$ cat config.mk
export PLATFORM = sky130hd
export DESIGN_NAME = vx_mem_axi_read_bridge
export DESIGN_NICKNAME = d
export VERILOG_FILES = /design/src/rtl/vx_mem_axi_read_bridge.sv
export SDC_FILE = /design/constraint.sdc
export NUM_CORES = 1
export LEC_CHECK = 0
export CORE_AREA = 8 8 447 449
export CTS_BUF_LIST = sky130_fd_sc_hd__clkbuf_8 sky130_fd_sc_hd__clkbuf_16
export CTS_CLUSTER_DIAMETER = 30
export DETAILED_ROUTE_END_ITERATION = 16
export DIE_AREA = 0 0 455 457
export DONT_BUFFER_PORTS = 1
export PLACE_DENSITY_LB_ADDON = 0.15
export SETUP_SLACK_MARGIN = 0.4
export SYNTH_ARGS = -nofsm -noshare
export SYNTH_HDL_FRONTEND = slang
export SYNTH_SLANG_ARGS = --single-unit
export TNS_END_PERCENT = 100
$ cat constraint.sdc
create_clock -name clk -period 7.6 [get_ports clk]
set_input_delay 0 -clock clk [delete_from_list [all_inputs] [get_ports clk]]
set_output_delay 0 -clock clk [all_outputs]
set_load 0.005 [all_outputs]
$ cat src/rtl/vx_mem_axi_read_bridge.sv
// vx_mem_axi_read_bridge
//   Converts a word-addressed read request/response stream into single-beat
//   AXI4 read transactions.
//   Requests are captured into a one-entry AR holding register. Responses on R
//   are passed straight through to the mem_rsp stream. An outstanding-read
//   counter limits the number of reads in flight to MAX_PENDING.
//
// Ports
//   clk, reset                      single clock, synchronous active-high reset
//   mem_req_*                       read requests (addr is a line address)
//   mem_rsp_*                       read responses (combinational from R)
//   m_axi_ar*                       AXI AR master channel
//   m_axi_r*                        AXI R channel
//   pending_count, busy, rsp_error  status; rsp_error is sticky until reset
module vx_mem_axi_read_bridge #(
  parameter int DATA_WIDTH  = 512,
  parameter int ADDR_WIDTH  = 26,
  parameter int TAG_WIDTH   = 8,
  parameter int MAX_PENDING = 8
) (
  input  logic                                         clk,
  input  logic                                         reset,

  input  logic                                         mem_req_valid,
  output logic                                         mem_req_ready,
  input  logic [ADDR_WIDTH-1:0]                        mem_req_addr,
  input  logic [TAG_WIDTH-1:0]                         mem_req_tag,

  output logic                                         mem_rsp_valid,
  input  logic                                         mem_rsp_ready,
  output logic [DATA_WIDTH-1:0]                        mem_rsp_data,
  output logic [TAG_WIDTH-1:0]                         mem_rsp_tag,

  output logic                                         m_axi_arvalid,
  input  logic                                         m_axi_arready,
  output logic [ADDR_WIDTH+$clog2(DATA_WIDTH/8)-1:0]   m_axi_araddr,
  output logic [TAG_WIDTH-1:0]                         m_axi_arid,
  output logic [7:0]                                   m_axi_arlen,
  output logic [2:0]                                   m_axi_arsize,
  output logic [1:0]                                   m_axi_arburst,
  output logic [1:0]                                   m_axi_arlock,
  output logic [3:0]                                   m_axi_arcache,
  output logic [2:0]                                   m_axi_arprot,
  output logic [3:0]                                   m_axi_arqos,
  output logic [3:0]                                   m_axi_arregion,

  input  logic                                         m_axi_rvalid,
  output logic                                         m_axi_rready,
  input  logic [DATA_WIDTH-1:0]                        m_axi_rdata,
  input  logic                                         m_axi_rlast,
  input  logic [TAG_WIDTH-1:0]                         m_axi_rid,
  input  logic [1:0]                                   m_axi_rresp,

  output logic [$clog2(MAX_PENDING+1)-1:0]             pending_count,
  output logic                                         busy,
  output logic                                         rsp_error
);

  localparam int OFFS_BITS = $clog2(DATA_WIDTH/8);
  localparam int CNT_WIDTH = $clog2(MAX_PENDING+1);
  localparam int AXI_AW    = ADDR_WIDTH + OFFS_BITS;

  logic                  ar_valid_q, ar_valid_d;
  logic [ADDR_WIDTH-1:0] ar_addr_q,  ar_addr_d;
  logic [TAG_WIDTH-1:0]  ar_tag_q,   ar_tag_d;
  logic [CNT_WIDTH-1:0]  pending_q,  pending_d;
  logic                  error_q,    error_d;

  logic req_fire;
  logic r_fire;
  logic retire;

  // Ready uses the registered count only, so a full bridge stays stalled for
  // the whole cycle in which a response retires.
  assign mem_req_ready = (!ar_valid_q || m_axi_arready)
                      && (pending_q < CNT_WIDTH'(MAX_PENDING));

  assign req_fire = mem_req_valid && mem_req_ready;
  assign r_fire   = m_axi_rvalid && mem_rsp_ready;
  // A beat arriving with nothing outstanding must not wrap the counter.
  assign retire   = r_fire && m_axi_rlast && (pending_q != '0);

  always_comb begin
    ar_valid_d = ar_valid_q;
    ar_addr_d  = ar_addr_q;
    ar_tag_d   = ar_tag_q;
    pending_d  = pending_q;
    error_d    = error_q;

    // A new acceptance reloads the register even while the old entry is
    // leaving, giving back-to-back AR issue without a bubble.
    if (req_fire) begin
      ar_valid_d = 1'b1;
      ar_addr_d  = mem_req_addr;
      ar_tag_d   = mem_req_tag;
    end else if (m_axi_arready) begin
      ar_valid_d = 1'b0;
    end

    if (req_fire && !retire) begin
      pending_d = pending_q + CNT_WIDTH'(1);
    end else if (!req_fire && retire) begin
      pending_d = pending_q - CNT_WIDTH'(1);
    end

    if (r_fire && ((m_axi_rresp != 2'b00) || !m_axi_rlast || (pending_q == '0))) begin
      error_d = 1'b1;
    end
  end

  always_ff @(posedge clk) begin
    if (reset) begin
      ar_valid_q <= 1'b0;
      pending_q  <= '0;
      error_q    <= 1'b0;
    end else begin
      ar_valid_q <= ar_valid_d;
      pending_q  <= pending_d;
      error_q    <= error_d;
    end
  end

  // Payload is qualified by ar_valid_q and needs no reset.
  always_ff @(posedge clk) begin
    ar_addr_q <= ar_addr_d;
    ar_tag_q  <= ar_tag_d;
  end

  assign m_axi_arvalid  = ar_valid_q;
  assign m_axi_araddr   = AXI_AW'(ar_addr_q) << OFFS_BITS;
  assign m_axi_arid     = ar_tag_q;
  assign m_axi_arlen    = '0;
  assign m_axi_arsize   = 3'(OFFS_BITS);
  assign m_axi_arburst  = 2'b01;
  assign m_axi_arlock   = '0;
  assign m_axi_arcache  = 4'b0011;
  assign m_axi_arprot   = '0;
  assign m_axi_arqos    = '0;
  assign m_axi_arregion = '0;

  assign mem_rsp_valid  = m_axi_rvalid;
  assign m_axi_rready   = mem_rsp_ready;
  assign mem_rsp_data   = m_axi_rdata;
  assign mem_rsp_tag    = m_axi_rid;

  assign pending_count  = pending_q;
  assign busy           = (pending_q != '0) || ar_valid_q;
  assign rsp_error      = error_q;

endmodule

======== Word level (Yosys, flattened, before mapping) ========
Cells that the tools add are included.
cells by class
  add/sub/neg operators ................... 2
  magnitude comparators ................... 1
  muxes and demuxes ....................... 4
  reductions and logical operators ........ 21
operator list
  operator               count
  $logic_and A1 B1 Y1    8
  $mux W4                2
  $reduce_bool A2 Y1     3
  $add A4 B1 Y4 const B  1
  $logic_not A1 Y1       4
  $logic_not A4 Y1       1
  $logic_or A1 B1 Y1     4
  $lt A4 B4 Y1 const B   1
  $reduce_bool A4 Y1     1
  $sub A4 B1 Y4 const B  1
  $mux W1                2
storage, ports and cells
  register bits after elaboration ......... 40
  output and inout bits ................... 600
  logic and storage cells ................. 33

======== Depth between registers and ports, before layout ========
  depth in word-level cells ............... 8
  gate-level depth with buffers ........... 10
  gate-level depth less buffers ........... 10

======== Worst setup path before layout ========
No wires, ideal clock.
  path type ............................... reg-to-reg
  start ................................... register ar_valid_q (netlist: m_axi_arvalid)
  end ..................................... register pending_q[3] (netlist: pending_count[3])
  arrival ................................. 2.897 ns
  path slack .............................. 4.579 ns
  stages on the path, launching flop included .. 11
  period minus slack after synthesis ...... 3.021 ns
  path through ............................ dfxtp_1 -> nand2b_1 -> nor2b_1 -> and2_1 -> ha_1 -> inv_1 -> ha_1 -> a21oi_1 -> a211oi_1 -> a31oi_1 -> mux2_1
on the way
  cells in the longest elaborated chain, start to end .. 7
  elaborated cells between the ends (all ways) .. 9
  classes of those cells .................. 1 x mux; 8 x reduce/logical
ends and longest elaborated chain
  item                                 line  source
  from (decl)                          63    logic ar_valid_q, ar_valid_d;
  from (signal assigned)               117   ar_valid_q <= ar_valid_d;
  $logic_not A1 Y1 *                   75    assign mem_req_ready = (!ar_valid_q || m_axi_arready)
  $logic_or A1 B1 Y1 *                 75
  $logic_and A1 B1 Y1 *                76    && (pending_q < CNT_WIDTH'(MAX_PENDING));
  net mem_req_ready                    25    output logic mem_req_ready,
  $logic_and A1 B1 Y1 *                78    assign req_fire = mem_req_valid && mem_req_ready;
  $logic_not A1 Y1                     102   end else if (!req_fire && retire) begin
  $logic_and A1 B1 Y1                  102
  $reduce_bool A2 Y1 (no source line)  n/a
  to (signal assigned)                 118   pending_q <= pending_d;
  to (decl)                            66    logic [CNT_WIDTH-1:0] pending_q, pending_d;
The timed path passes the listed nets; every way through them passes the cells marked *.
A chain may end at the register's enable or synchronous reset.

======== Final worst setup path ========
  start ................................... register pending_q[3] (netlist: pending_count[3])
  end ..................................... register pending_q[3] (netlist: pending_count[3])
on the way
  cells in the longest elaborated chain, start to end .. 6
  elaborated cells between the ends (all ways) .. 14
  classes of those cells .................. 2 x add/sub; 1 x order compare; 2 x mux; 9 x reduce/logical
ends and longest elaborated chain
  item                                 line
  $lt A4 B4 Y1 *                       76
  $logic_and A1 B1 Y1 *                76
  net mem_req_ready                    25
  $logic_and A1 B1 Y1 *                78
  $logic_not A1 Y1                     102
  $logic_and A1 B1 Y1                  102
  $reduce_bool A2 Y1 (no source line)  n/a
The timed path passes the listed nets; every way through them passes the cells marked *. The select of a mux whose other input is x is not followed.

==> results.yml <==
outcome:
  status: "finished, final reports clean"
floorplan:
  die-area_sq_um: 208000
  io_pins: 1163
  rows: 162
  start_util: 0.0289
  fp.dieW_microns: 455
  core_area_sq_um: 193000
  die_h_microns: 457
synth:
  yosys.cell_types.count: 24
  synth-seq-cells: 40
  synthCells: 634
  ys_warn_count: 0
  ys_seq_area_frac: 0.205
  synth_area_per_cell_sq_um: 8.80
  syn_area_sq_um: 5580
clock_network:
  h-tree-depth: 2
  cts-root-buf: "clkbuf_16"
  cts_buffers: 5
  ctsHoldBuffers: 39
  clk_latency_ns: 0.30
  cts.path.max_buffers: 2
  clk_pin_slew_ns: 0.06
  cts_resized: 0
  cts.sinks: 40
  cts_tree: "yes"
  cts_setup_buffers: 0
hold_path:
  min_to: "mem_rsp_data[13]"
  holdPathStages: 0
  hp-class: "in -> out"
  min_from: "m_axi_rdata[13]"
global_routing:
  antenna_found_initial: 2
  globalRouteOverflowTotal: 0
  grt_pass1_vias: 2186
  grt_use_total: 0.112
  grt_max_degree: 36
  grt_first_pass_wirelength_mm: 128
critical_path:
  critPathKind: "reg -> reg"
  worstPathCellList: "nor2b_1 -> and2_2 -> buf_4 -> ha_1 -> inv_1 -> ha_1 -> a21oi_1 -> a211oi_1 -> a31oi_1 -> mux2_1"
  r2r-end: "pending_count[3]$_SDFFE_PP0P_"
  reg2reg_depth: 10
  reg2reg_from: "pending_count[3]$_SDFFE_PP0P_"
  slowest_delay_ns: 0.46
  start_kind: "register"
  end_kind: "register"
  arrival_ns: 3.13
  crit_top_cell: "ha_1"
  r2r_setup_slack_ns: 4.66
  required_ns: 7.79
  crit_fanout: 35
  slowest_stage: "dfxtp_1"
drt:
  dr.pass1.iters: 4
  drt-total-wl_mm: 123
  dr.first_iter.drc_count: 136
  drc_errors: 0
  via_count: 2050
  drt.antenna.violating_nets: 0
  via_per_inst: 0.759
  wl_per_cell_microns: 45.6
placed_design:
  dpl.hpwl_mm: 121
  place_area_sq_um: 4700
  gp_congestion: 0.714
  port_buffers: 0
cells_and_area:
  ff_latch_area_sq_um: 1140
  multiInputGateArea_sq_um: 368
  fillers: 23000
  syn_to_final_growth_pct: -5.27
  fin_nets: 723
  stdcell_area_sq_um: 5280
  drive_gt1_frac: 0.0701
sta:
  rsz0062_at_grt: "false"
  report.final.slew_viol_count: 0
  tns_ns: 0
  finalClockSkew_ns: 0.00848
  fin_crit_sh: 0.387
  hold_violations: 0
  period_minus_slack_ns: 2.94
  max_freq_ghz: 0.340
  setup_viol: 0
pwr:
  vdd_drop_max_uv: 73.6
  p_leak_nw: 0.853
  p_per_area_nw_per_um2: 145
  power_mw: 0.766
job:
  maxCapViolCount: 0
## per-stage QoR
step           hold WS [ns]    util  instances  worst slack (ns)
6_report         0.00000233  0.0273       2700              4.66
5_1_grt          0.00000899  0.0273       2699              4.41
4_1_cts           0.0000346  0.0273       2699              4.57
3_5_place_dp      0.0000346  0.0243       2652              4.59
3_3_place_gp      0.0000346  0.0243       2652              4.57
2_1_floorplan        0.0691       -        668              4.58
## Yosys cell counts
cell type,instances,area (sq um)
buf_4,558,4190
edfxtp_1,34,1020
nor2_1,8,30.0
dfxtp_1,6,120
a21oi_1,3,15.0
ha_1,3,37.5
a31oi_1,2,12.5
conb_1,2,7.51
nand2b_1,2,12.5
nor2b_1,2,12.5
a211oi_1,1,7.51
and2_1,1,6.26
clkbuf_1,1,3.75
fa_1,1,20.0
inv_1,1,3.75
mux2_1,1,11.3
mux2i_1,1,10.0
nand3_1,1,5.00
nand3_2,1,10.0
nand4_1,1,6.26
or2_1,1,6.26
or4_4,1,11.3
xnor2_1,1,8.76
xor2_1,1,8.76
## metal layers
layer,up-vias,global-route usage,routed length [microns]
met3,100,0.237,55300
met4,0,0.0213,2300
met1,571,0.0146,6020
li1,404,-,-
met2,975,0.194,59500
met5,-,0.000933,0
## logic make-up after synthesis
| logic type | Yosys count | share of synthesized area |
|---|---|---|
| buffers and inverters | 560 | 0.753 |
| DFF | 40 | 0.205 |
| and+or+nand+nor | 18 | 0.0180 |
| AOI/OAI and AO/OA | 6 | 0.00628 |
| adders and majority gates | 4 | 0.0103 |
| other | 2 | 0.00135 |
| xor gates and xnor gates | 2 | 0.00314 |
| muxes | 2 | 0.00381 |
## registers in the layout (all words and copies together) (netlist names)
| register | cells |
|---|---|
| m_axi_arid | 8 |
| m_axi_arvalid | 1 |
| pending_count | 4 |
| rsp_error | 1 |
| ar_addr_q | 26 |
## worst max-delay path by stage
stage / startpoint / end / slack [ns] / cells after the start
floorplan: m_axi_arvalid$_SDFFE_PP0P_ / pending_count[3]$_SDFFE_PP0P_ / 4.58 / 10
global placement: pending_count[3]$_SDFFE_PP0P_ / pending_count[3]$_SDFFE_PP0P_ / 4.57 / 10
detailed placement: pending_count[3]$_SDFFE_PP0P_ / pending_count[3]$_SDFFE_PP0P_ / 4.59 / 10
CTS: pending_count[3]$_SDFFE_PP0P_ / pending_count[3]$_SDFFE_PP0P_ / 4.57 / 10
global route: pending_count[3]$_SDFFE_PP0P_ / pending_count[3]$_SDFFE_PP0P_ / 4.41 / 10
finish: pending_count[3]$_SDFFE_PP0P_ / pending_count[3]$_SDFFE_PP0P_ / 4.66 / 10
## power breakdown
part	leakage [nW]	internal (mW)	switching [mW]
Combinational	0.383	0.0627	0.0857
Sequential	0.375	0.292	0.0491
Clock	0.0952	0.187	0.0894
## worst max-delay path: cells and delay by family, from the launching register on
family,cells,cell delay [ns]
adders and majority gates,2,0.60
buffers and inverters,2,0.50
AOI/OAI and AO/OA,3,0.50
DFF,1,0.46
and+or+nand+nor,2,0.43
muxes,1,0.33
## cell usage in the layout (no fill, tap or decap), drive strengths merged, types with 3 or more instances in the layout
cell type and n:
clkbuf 5, conb 36, edfxtp 34, dfxtp 6
nor2 8, ha 3, a21oi 3, dlygate4sd3 39
## area by class of cell
class,count,area share
antenna,1,0.000474
clock buffer,5,0.0237
clock inverter,3,0.0121
inverter,1,0.000711
multi-input combinational,68,0.0696
sequential,40,0.216
tap,2542,0.602
timing repair buffer,40,0.0753
(Power assumes the default switching activity.)
